[src/rtl/cdb_pkg.sv]
// Shared types and helpers for the common-data-bus arbiter.
// Build option: CDB_BYPASS_EN lets fresh requests win in the same cycle.
package cdb_pkg;

  localparam int CDB_TAG_W  = 5;
  localparam int CDB_DATA_W = 32;

  typedef struct packed {
    logic                  valid;
    logic [CDB_TAG_W-1:0]  tag;
    logic [CDB_DATA_W-1:0] data;
  } cdb_msg_t;

  function automatic int unsigned rr_next(
    input int unsigned idx,
    input int unsigned n
  );
    return (idx + 1) % n;
  endfunction

endpackage

[src/rtl/cdb_arbiter_rr_pick2.sv]
// Round-robin pick of up to two candidates starting at ptr.
// Shared with the issue scheduler; purely combinational.
module rr_pick2 #(
  parameter int NREQ  = 4,
  parameter int PTR_W = $clog2(NREQ)
) (
  input  logic [NREQ-1:0]  cand,
  input  logic [PTR_W-1:0] ptr,
  output logic [PTR_W-1:0] gnt0_idx,
  output logic             gnt0_v,
  output logic [PTR_W-1:0] gnt1_idx,
  output logic             gnt1_v
);

  logic [PTR_W-1:0] idx;

  always_comb begin
    gnt0_idx = '0;
    gnt0_v   = 1'b0;
    gnt1_idx = '0;
    gnt1_v   = 1'b0;
    idx      = '0;
    for (int k = 0; k < NREQ; k++) begin
      idx = ptr + PTR_W'(k);
      if (cand[idx]) begin
        if (!gnt0_v) begin
          gnt0_v   = 1'b1;
          gnt0_idx = idx;
        end else if (!gnt1_v) begin
          gnt1_v   = 1'b1;
          gnt1_idx = idx;
        end
      end
    end
  end

endmodule

[src/rtl/cdb_arbiter.sv]
// Two-port CDB broadcast arbiter with a one-entry hold per producer.
// Build option: CDB_BYPASS_EN (empty-hold requests compete directly).
module cdb_arbiter
  import cdb_pkg::*;
#(
  parameter int NREQ   = 4,
  parameter int TAG_W  = CDB_TAG_W,
  parameter int DATA_W = CDB_DATA_W
) (
  input  logic                   clk,
  input  logic                   rst,
  input  logic                   flush,
  input  logic [NREQ-1:0]        req_valid,
  input  logic [NREQ*TAG_W-1:0]  req_tag,
  input  logic [NREQ*DATA_W-1:0] req_data,
  output logic [NREQ-1:0]        req_ready,
  output logic                   bus0_valid,
  output logic [TAG_W-1:0]       bus0_tag,
  output logic [DATA_W-1:0]      bus0_data,
  output logic                   bus1_valid,
  output logic [TAG_W-1:0]       bus1_tag,
  output logic [DATA_W-1:0]      bus1_data
);

  localparam int PTR_W = $clog2(NREQ);

  logic [NREQ-1:0]   hold_v;
  logic [TAG_W-1:0]  hold_tag  [NREQ];
  logic [DATA_W-1:0] hold_data [NREQ];
  logic [PTR_W-1:0]  ptr;
  cdb_msg_t          bus0_q, bus1_q;

  logic [NREQ-1:0]   cand, grant, accept, direct;
  logic [PTR_W-1:0]  g0, g1;
  logic              g0_v, g1_v;
  cdb_msg_t          pick0, pick1;

`ifdef CDB_BYPASS_EN
  assign cand = hold_v | (req_valid & ~hold_v);
`else
  assign cand = hold_v;
`endif

  rr_pick2 #(.NREQ(NREQ), .PTR_W(PTR_W)) u_pick (
    .cand     (cand),
    .ptr      (ptr),
    .gnt0_idx (g0),
    .gnt0_v   (g0_v),
    .gnt1_idx (g1),
    .gnt1_v   (g1_v)
  );

  always_comb begin
    grant = '0;
    if (g0_v) grant[g0] = 1'b1;
    if (g1_v) grant[g1] = 1'b1;
  end

  assign req_ready = {NREQ{~flush}} & (~hold_v | grant);
  assign accept    = req_valid & req_ready;
  // a granted empty slot means the request went straight to a bus
  assign direct    = grant & ~hold_v;

  always_comb begin
    pick0 = '0;
    pick1 = '0;
    if (g0_v) begin
      pick0.valid = 1'b1;
      pick0.tag   = hold_v[g0] ? hold_tag[g0]
                  : req_tag[int'(g0)*TAG_W +: TAG_W];
      pick0.data  = hold_v[g0] ? hold_data[g0]
                  : req_data[int'(g0)*DATA_W +: DATA_W];
    end
    if (g1_v) begin
      pick1.valid = 1'b1;
      pick1.tag   = hold_v[g1] ? hold_tag[g1]
                  : req_tag[int'(g1)*TAG_W +: TAG_W];
      pick1.data  = hold_v[g1] ? hold_data[g1]
                  : req_data[int'(g1)*DATA_W +: DATA_W];
    end
  end

  always_ff @(posedge clk or negedge rst) begin
    if (!rst) begin
      hold_v <= '0;
      ptr    <= '0;
      bus0_q <= '0;
      bus1_q <= '0;
    end else if (flush) begin
      hold_v <= '0;
      bus0_q <= '0;
      bus1_q <= '0;
    end else begin
      bus0_q <= pick0;
      bus1_q <= pick1;
      if (g1_v)
        ptr <= PTR_W'(rr_next(int'(g1), NREQ));
      else if (g0_v)
        ptr <= PTR_W'(rr_next(int'(g0), NREQ));
      for (int i = 0; i < NREQ; i++) begin
        if (accept[i] && !direct[i])
          hold_v[i] <= 1'b1;
        else if (grant[i])
          hold_v[i] <= 1'b0;
      end
    end
  end

  always_ff @(posedge clk or negedge rst) begin
    if (!rst) begin
      for (int i = 0; i < NREQ; i++) begin
        hold_tag[i]  <= '0;
        hold_data[i] <= '0;
      end
    end else begin
      for (int i = 0; i < NREQ; i++) begin
        if (accept[i] && !direct[i]) begin
          hold_tag[i]  <= req_tag[i*TAG_W +: TAG_W];
          hold_data[i] <= req_data[i*DATA_W +: DATA_W];
        end
      end
    end
  end

  assign bus0_valid = bus0_q.valid;
  assign bus0_tag   = bus0_q.tag;
  assign bus0_data  = bus0_q.data;
  assign bus1_valid = bus1_q.valid;
  assign bus1_tag   = bus1_q.tag;
  assign bus1_data  = bus1_q.data;

endmodule

[config.mk]
export PLATFORM = sky130hd
export DESIGN_NAME = cdb_arbiter
export DESIGN_NICKNAME = d
export VERILOG_FILES = /design/src/rtl/cdb_pkg.sv /design/src/rtl/cdb_arbiter_rr_pick2.sv /design/src/rtl/cdb_arbiter.sv
export SDC_FILE = /design/constraint.sdc
export NUM_CORES = 1
export LEC_CHECK = 0
export CORE_MARGIN = 5
export CORE_UTILIZATION = 40
export CTS_CLUSTER_SIZE = 20
export DETAILED_ROUTE_END_ITERATION = 8
export PLACE_DENSITY = 0.7
export SKIP_CTS_REPAIR_TIMING = 1
export SYNTH_ARGS = -nofsm -noshare
export SYNTH_HDL_FRONTEND = slang
export SYNTH_SLANG_ARGS = --single-unit
export TNS_END_PERCENT = 100
[constraint.sdc]
create_clock -name clk -period 3 [get_ports clk]
set_input_delay 0.6 -clock clk [delete_from_list [all_inputs] [get_ports clk]]
set_output_delay 0.6 -clock clk [all_outputs]
set_load 0.02 [all_outputs]
==> summary.txt, run 1 <==
Floorplanning
  • Area enclosed by the die boundary: 36,530 um2
  • Std cell rows: 66
  • Die outline width: 191.1 um
  • Initial core utilization: 40.44%
  • Floorplan die height: 191.1 um
  • Ports placed on the boundary: 235
  • Core Footprint: 32,450 um2

Layout
  • Register area: 5767 um2
  • Final nets: 1,650
  • Most common cell after layout, fill and taps aside: sky130_fd_sc_hd__clkdlybuf4s50_1
  • Area Growth Syn to Fin: 33.99%
  • Finished layout cell area: 17,580 um2
  • Fillers: 2,818
  • Proportion of layout cells with a drive suffix above 1: 19.04%
  • End-of-flow core utilization: 54.18%
  • Final Instance Count excl. Fillers: 1,955
  • # diodes: 0
  • Area of the multi-input gates: 6887 um2
  • Commonest cells after routing, fill and taps aside: 229 x sky130_fd_sc_hd__clkdlybuf4s50_1, 227 x sky130_fd_sc_hd__dfrtp_1, 150 x sky130_fd_sc_hd__o22ai_1

Clock network
  • TritonCTS Sinks: 230
  • Clock tree buffer depth: 3
  • CTS Root Cell: sky130_fd_sc_hd__clkbuf_16
  • Clk_lat worst skew: 0.55 ns
  • Number of buffers created by CTS: 26
  • H-tree depth: 1
  • CTS tree: built
  • Clock-pin slew of the registers on the worst-case setup and hold paths: 0.07 ns

GRT
  • First-pass GRT wire length: 68,410 um
  • GRT Total Usage: 23.43%
  • Via count of the first global-routing pass: 11.87k
  • Remaining global-route overflow: 0
  • Antenna violations before repair: 1
  • Gr busiest metal: met2
  • GR Util met2: 39.01%
  • Met1 track demand over resource: 31.63%
  • M3 GR Usage: 4.054%
  • Largest net degree at the start of global routing: 134

Route
  • Routed wire length: 44,410 um
  • Via count normalized by instance count: 5.898
  • Remaining antenna violation count: 0
  • Pre-Repair DR Iteration Count: 5
  • Count of routing violations after the opening detailed-route iteration: 967
  • Average wire per standard cell: 22.72 um
  • Remaining routing DRC violations: 0
  • Via count: 11.53k

Yosys
  • Synthesized instance count: 1,247
  • Nets in the synthesized netlist: 1,404
  • Count of different cell masters after synthesis: 68
  • Main area contributors after synthesis: sky130_fd_sc_hd__dfrtp_1 44%, sky130_fd_sc_hd__o22ai_1 7.2%, sky130_fd_sc_hd__mux2_4 6.9%
  • Library cell with the largest summed area after synthesis: sky130_fd_sc_hd__dfrtp_1
  • Share of synthesized flip-flops with an asynchronous set or reset: 100.0%
  • Dominant register cell in the synthesized netlist: sky130_fd_sc_hd__dfrtp_1
  • Synthesis warning total: 0
  • Fraction of the yosys area taken by sequential cells: 43.86%
  • Number of enable flip-flop cells after synthesis: 0
  • Yosys reg bits: 230
  • Avg Inst Size Synth: 10.52 um2
  • Post-synthesis instance area: 13,120 um2
  • Portion of synthesized cell area occupied by the leading cell type: 43.86%

STA
  • Slack of the critical path: -0.4824 ns
  • Final setup violating endpoints: 200
  • Total count of hold-check failures in the final report: 0
  • Maximum clock rate: 287.2 MHz
  • Post-route clock skew: 0.03124 ns
  • Post-route minimum period: 3.482 ns
  • Slew Limit Fails: 0
  • Final clock period utilization by the worst path: 116.1%
  • Unrepaired setup endpoints after global routing: true
  • Least-Margin Pin Slew: 1.027 ns
  • Slew headroom: 31.52%

Outcome
  • Run status: finished with violations
  • Failing checks: setup timing

Setup path
  • Arrival time of the worst setup path: 2.88 ns
  • Worst Path Class, Setup: flip-flop to output port
  • Worst path required time: 2.40 ns
  • Critical path capture point type: output port
  • Nature of the critical path startpoint: flip-flop
  • Worst r2r src: cand[3]
  • Origin of the worst setup path: cand[1]
  • Crit-path max FO: 4

Worst hold path
  • Path class of the lowest-slack min-delay path: primary input to async pin

Place
  • Final HPWL from detailed placement: 28,860 um
  • IO buf count: 234
  • Instance area at placement: 16,440 um2
  • Placed instance count: 1,897
  • Worst setup timing slack at the placement stage: -0.4333 ns
  • Placer Congestion: 0.8779

Run
  • Number of maximum-capacitance violations: 0

Power
  • Final total power: 23.96 mW
  • Leak Pwr: 7.257 nW
  • Power density of the placed cells: 1362 nW/um2
  • VDD IR max: 992.8 uV
## registers in the layout (all words and copies together) (netlist names)
register,cells
hold_tag,20
bus1_valid,1
bus0_valid,1
ptr,2
hold_data,128
bus0_data,32
cand,4
bus1_tag,5
bus1_data,32
bus0_tag,5
## kinds of logic (layout without fill, tap and decap cells)
group	count (synthesis)	count (layout)	share of synthesized area (%)
adder cells (fa/ha/maj)	3	3	0.2669
AO/OA/AOI/OAI	406	406	20.18
multiplexers	227	227	20.66
buffers and inverters	126	392	5.158
XOR/XNOR	5	5	0.3337
AND/OR/NAND/NOR	250	250	9.543
flip-flops	230	230	43.86
## per-layer routing
layer  share of wire (%)  vias up
met4                 2.7        2
li1                    -     5183
met3                 7.0       94
met5               0.032        -
met1                  43     5751
met2                  48      501
## synth_stat cells, types with 3 or more instances
cell,number
sky130_fd_sc_hd__mux2_2,28
sky130_fd_sc_hd__mux2_1,60
sky130_fd_sc_hd__buf_12,3
sky130_fd_sc_hd__xnor2_1,3
sky130_fd_sc_hd__dfrtp_1,230
sky130_fd_sc_hd__nor2_1,89
sky130_fd_sc_hd__nor3b_1,3
sky130_fd_sc_hd__nor2b_1,42
sky130_fd_sc_hd__mux2i_1,76
sky130_fd_sc_hd__clkbuf_1,61
sky130_fd_sc_hd__buf_6,12
sky130_fd_sc_hd__a21o_1,5
sky130_fd_sc_hd__o21ai_0,15
sky130_fd_sc_hd__a21oi_1,95
sky130_fd_sc_hd__nand3_1,4
sky130_fd_sc_hd__buf_4,9
sky130_fd_sc_hd__o21a_1,39
sky130_fd_sc_hd__nand2b_1,3
sky130_fd_sc_hd__o22ai_1,150
sky130_fd_sc_hd__a211oi_1,76
sky130_fd_sc_hd__buf_2,25
sky130_fd_sc_hd__nand3b_1,4
sky130_fd_sc_hd__buf_1,9
sky130_fd_sc_hd__mux2_4,60
sky130_fd_sc_hd__nor3_1,76
sky130_fd_sc_hd__a31oi_1,5
sky130_fd_sc_hd__inv_1,6
sky130_fd_sc_hd__nand2_1,12
## where the power goes
| part | switching (mW) | internal [mW] |
|---|---|---|
| Sequential | 0.951 | 4.53 |
| Combinational | 8.26 | 7.09 |
| Clock | 1.32 | 1.81 |
## worst paths after layout
path / to / slack (ns) / cells after the start
worst max register to register: bus0_data[6] / -0.48 / 11
worst max-delay path: req_ready[2] / -0.48 / 9
max in group asynchronous: hold_data[34] / 2.01 / 2
worst min register to register: hold_data[55] / 0.52 / 1
min in group clk: hold_data[55] / 0.52 / 1
worst min-delay path: hold_data[22] / 0.02 / 1
## per-stage QoR
step | hold slack, ns | TNS, ns
after floorplan | 0.3044 | -0.03685
after global placement | 0.4981 | -37.90
after detailed placement | 0.5048 | -44.88
after CTS | 0.04082 | -55.03
after global routing | 0.05497 | -55.80
final | 0.02483 | -36.08
## cell type report
type / count / share of cell area (%)
multi-input cells: 891 / 39.16
inverters: 7 / 0.1708
well taps: 442 / 3.145
clock buffers: 39 / 4.490
repair buffers: 337 / 19.92
flip-flops and latches: 230 / 32.79
clock inverters: 9 / 0.3202
## critical path, cell delays in order, from the launching register on
cell and delay (ns):
sky130_fd_sc_hd__dfrtp_4 0.47, sky130_fd_sc_hd__buf_4 0.17, sky130_fd_sc_hd__mux4_2 0.51, sky130_fd_sc_hd__mux2i_4 0.24
sky130_fd_sc_hd__nor3_4 0.27, sky130_fd_sc_hd__nor2_2 0.08, sky130_fd_sc_hd__a22oi_2 0.15, sky130_fd_sc_hd__a21boi_4 0.22
sky130_fd_sc_hd__a21oi_2 0.07, sky130_fd_sc_hd__buf_4 0.17
Note: power is estimated with default switching activity, not from simulation.
==> run 2: changes to the inputs <==
- CELL_PAD_IN_SITES_DETAIL_PLACEMENT: not set -> 2
- CELL_PAD_IN_SITES_GLOBAL_PLACEMENT: not set -> 2
- CORE_UTILIZATION: 40 -> 31
- PLACE_DENSITY: 0.7 -> 0.81
==> summary.txt, run 2 (synthesis results as in run 1) <==
Outcome
  • Run status: finished with violations
  • Failing checks: setup timing

Layout
  • Number of flip-flops in the largest register: 128 (unchanged)
  • End-of-flow core utilization: 43.25% (-11 points)
  • Register with the most flip-flops: hold_data
  • Commonest cells after routing, fill and taps aside: 229 x sky130_fd_sc_hd__clkdlybuf4s50_1, 227 x sky130_fd_sc_hd__dfrtp_1, 150 x sky130_fd_sc_hd__o22ai_1
  • Fillers: 4,274 (+52%)
  • Final nets: 1,669 (+1.2%)
  • Most common cell after layout, fill and taps aside: sky130_fd_sc_hd__clkdlybuf4s50_1
  • Proportion of layout cells with a drive suffix above 1: 20.03% (+0.99 points)
  • Area Growth Syn to Fin: 38.23%
  • Finished layout cell area: 18,140 um2 (+3.2%)

Run
  • Number of maximum-capacitance violations: 0 (unchanged)

Floorplanning
  • Ports placed on the boundary: 235 (unchanged)
  • Die outline width: 215.8 um (+13%)
  • Core Footprint: 41,950 um2 (+29%)
  • Floorplan die height: 215.8 um (+13%)
  • Std cell rows: 75 (+14%)
  • Initial core utilization: 31.29% (-9.2 points)
  • Area enclosed by the die boundary: 46,550 um2 (+27%)

GRT
  • Via count of the first global-routing pass: 13.72k (+16%)
  • Remaining global-route overflow: 0 (unchanged)
  • Largest net degree at the start of global routing: 90 (-33%)
  • Antenna violations before repair: 3 (+2)
  • GRT Total Usage: 22.50% (-0.93 points)
  • First-pass GRT wire length: 83,290 um (+22%)

Clock network
  • TritonCTS Sinks: 230 (unchanged)
  • H-tree depth: 1 (unchanged)
  • Clock-pin slew of the registers on the worst-case setup and hold paths: 0.06 ns (about the same)
  • CTS Root Cell: sky130_fd_sc_hd__clkbuf_16
  • Number of buffers created by CTS: 29 (+12%)
  • Clk_lat worst skew: 0.57 ns (+0.02 ns)
  • Clock tree buffer depth: 3 (unchanged)
  • CTS tree: built

STA
  • Least-Margin Pin Slew: 0.7233 ns (-0.3039 ns)
  • Post-route clock skew: 0.01127 ns (-0.01997 ns)
  • Post-route minimum period: 3.668 ns (+0.1858 ns)
  • Unrepaired setup endpoints after global routing: true
  • Maximum clock rate: 272.6 MHz (-5.1%)
  • Final setup violating endpoints: 192 (-4.0%)
  • Setup total negative slack: -68.29 ns (-32.20 ns)
  • Total count of hold-check failures in the final report: 0 (unchanged)
  • Final clock period utilization by the worst path: 122.3% (+6.2 points)
  • Slack of the critical path: -0.6682 ns (-0.1858 ns)
  • Slew headroom: 51.78% (+20 points)
  • Slew Limit Fails: 0 (unchanged)

Setup path
  • Critical path capture point type: output port
  • Worst path required time: 2.40 ns (about the same)
  • Arrival time of the worst setup path: 3.07 ns (+0.19 ns)
  • Crit-path max FO: 16 (+12)
  • Nature of the critical path startpoint: flip-flop
  • Worst Path Class, Setup: flip-flop to output port

Worst hold path
  • Path class of the lowest-slack min-delay path: primary input to async pin

Route
  • Pre-Repair DR Iteration Count: 5 (unchanged)
  • Via count: 12.01k (+4.1%)
  • Count of routing violations after the opening detailed-route iteration: 493 (-49%)
  • Routed wire length: 58,410 um (+32%)
  • Remaining routing DRC violations: 0 (unchanged)
  • Average wire per standard cell: 28.17 um (+24%)
  • Remaining antenna violation count: 0 (unchanged)
  • Via count normalized by instance count: 5.793 (-1.8%)

Power
  • Leak Pwr: 7.491 nW (+3.2%)
  • VDD IR max: 1055 uV (+6.3%)
  • Power density of the placed cells: 1470 nW/um2 (+7.9%)

Place
  • Worst setup timing slack at the placement stage: -0.5386 ns (-0.1052 ns)
  • Final HPWL from detailed placement: 35,390 um (+23%)
  • Placer Congestion: 0.8211 (-6.5%)
  • IO buf count: 234 (unchanged)
  • Instance area at placement: 16,580 um2 (+0.86%)
-- run 2: changes by cell type in the layout (fill, tap and decap cells not counted), moves of 3 or more --
cell,delta
sky130_fd_sc_hd__buf_16,+4
sky130_fd_sc_hd__buf_4,+12
sky130_fd_sc_hd__buf_6,-4
sky130_fd_sc_hd__clkbuf_16,+9
sky130_fd_sc_hd__clkinv_2,-3
sky130_fd_sc_hd__mux2_1,+3
sky130_fd_sc_hd__mux2_2,-5
sky130_fd_sc_hd__nor3_1,-4
sky130_fd_sc_hd__nor3_2,+4
-- run 2: cell type report --
cell class,count,area (um2),area share (%)
antenna,1,2.502,0.01379
multi-input combinational,891,6918,38.13
sequential,230,5767,31.79
timing repair buffer,353,3775,20.81
clock buffer,42,864.6,4.766
inverter,7,30.03,0.1655
clock inverter,10,110.1,0.6069
tap,539,674.4,3.718
-- run 2: metrics by stage --
| step | instances | power, mW | hold slack (ns) |
|---|---|---|---|
| floorplan | 1247 | 14.94 | 0.3044 |
| global placement | 2000 | 20.30 | 0.4946 |
| detailed placement | 2000 | 21.09 | 0.5051 |
| CTS | 2052 | 24.97 | 0.05876 |
| global route | 2072 | 27.92 | 0.1029 |
| finish | 2073 | 26.66 | 0.05766 |
-- run 2: final timing paths --
kind,to,start,slack [ns],cells past startpoint
setup / recovery,req_ready[0],cand[1],-0.67,10
hold / removal,hold_data[69],rst,0.06,1
setup reg to reg,bus0_data[7],cand[3],-0.55,15
hold reg to reg,hold_data[53],hold_data[53],0.52,1
max in group asynchronous,bus1_valid,rst,2.09,2
min in group clk,hold_data[53],hold_data[53],0.52,1
-- run 2: power breakdown --
part	switching [mW]	internal [mW]	leakage, nW
Combinational	9.71	7.76	4.17
Sequential	1.05	4.53	2.84
Clock	1.46	2.16	0.483
-- run 2: metal layers --
layer	part of all wire, %	track usage, %	up-vias
met5	0.046	0	-
met4	3.2	7.446	4
met3	4.8	3.742	124
met2	51	39.80	406
met1	41	27.95	6247
li1	-	-	5227
-- run 2: worst max-delay path, stage by stage (launching register included) --
cell	delay, ns
sky130_fd_sc_hd__dfrtp_4	0.49
sky130_fd_sc_hd__buf_6	0.17
sky130_fd_sc_hd__mux4_2	0.53
sky130_fd_sc_hd__mux2i_4	0.23
sky130_fd_sc_hd__nor3_4	0.23
sky130_fd_sc_hd__buf_4	0.15
sky130_fd_sc_hd__buf_6	0.09
sky130_fd_sc_hd__o21ai_4	0.05
sky130_fd_sc_hd__a32oi_2	0.24
sky130_fd_sc_hd__a21oi_1	0.12
sky130_fd_sc_hd__buf_2	0.20
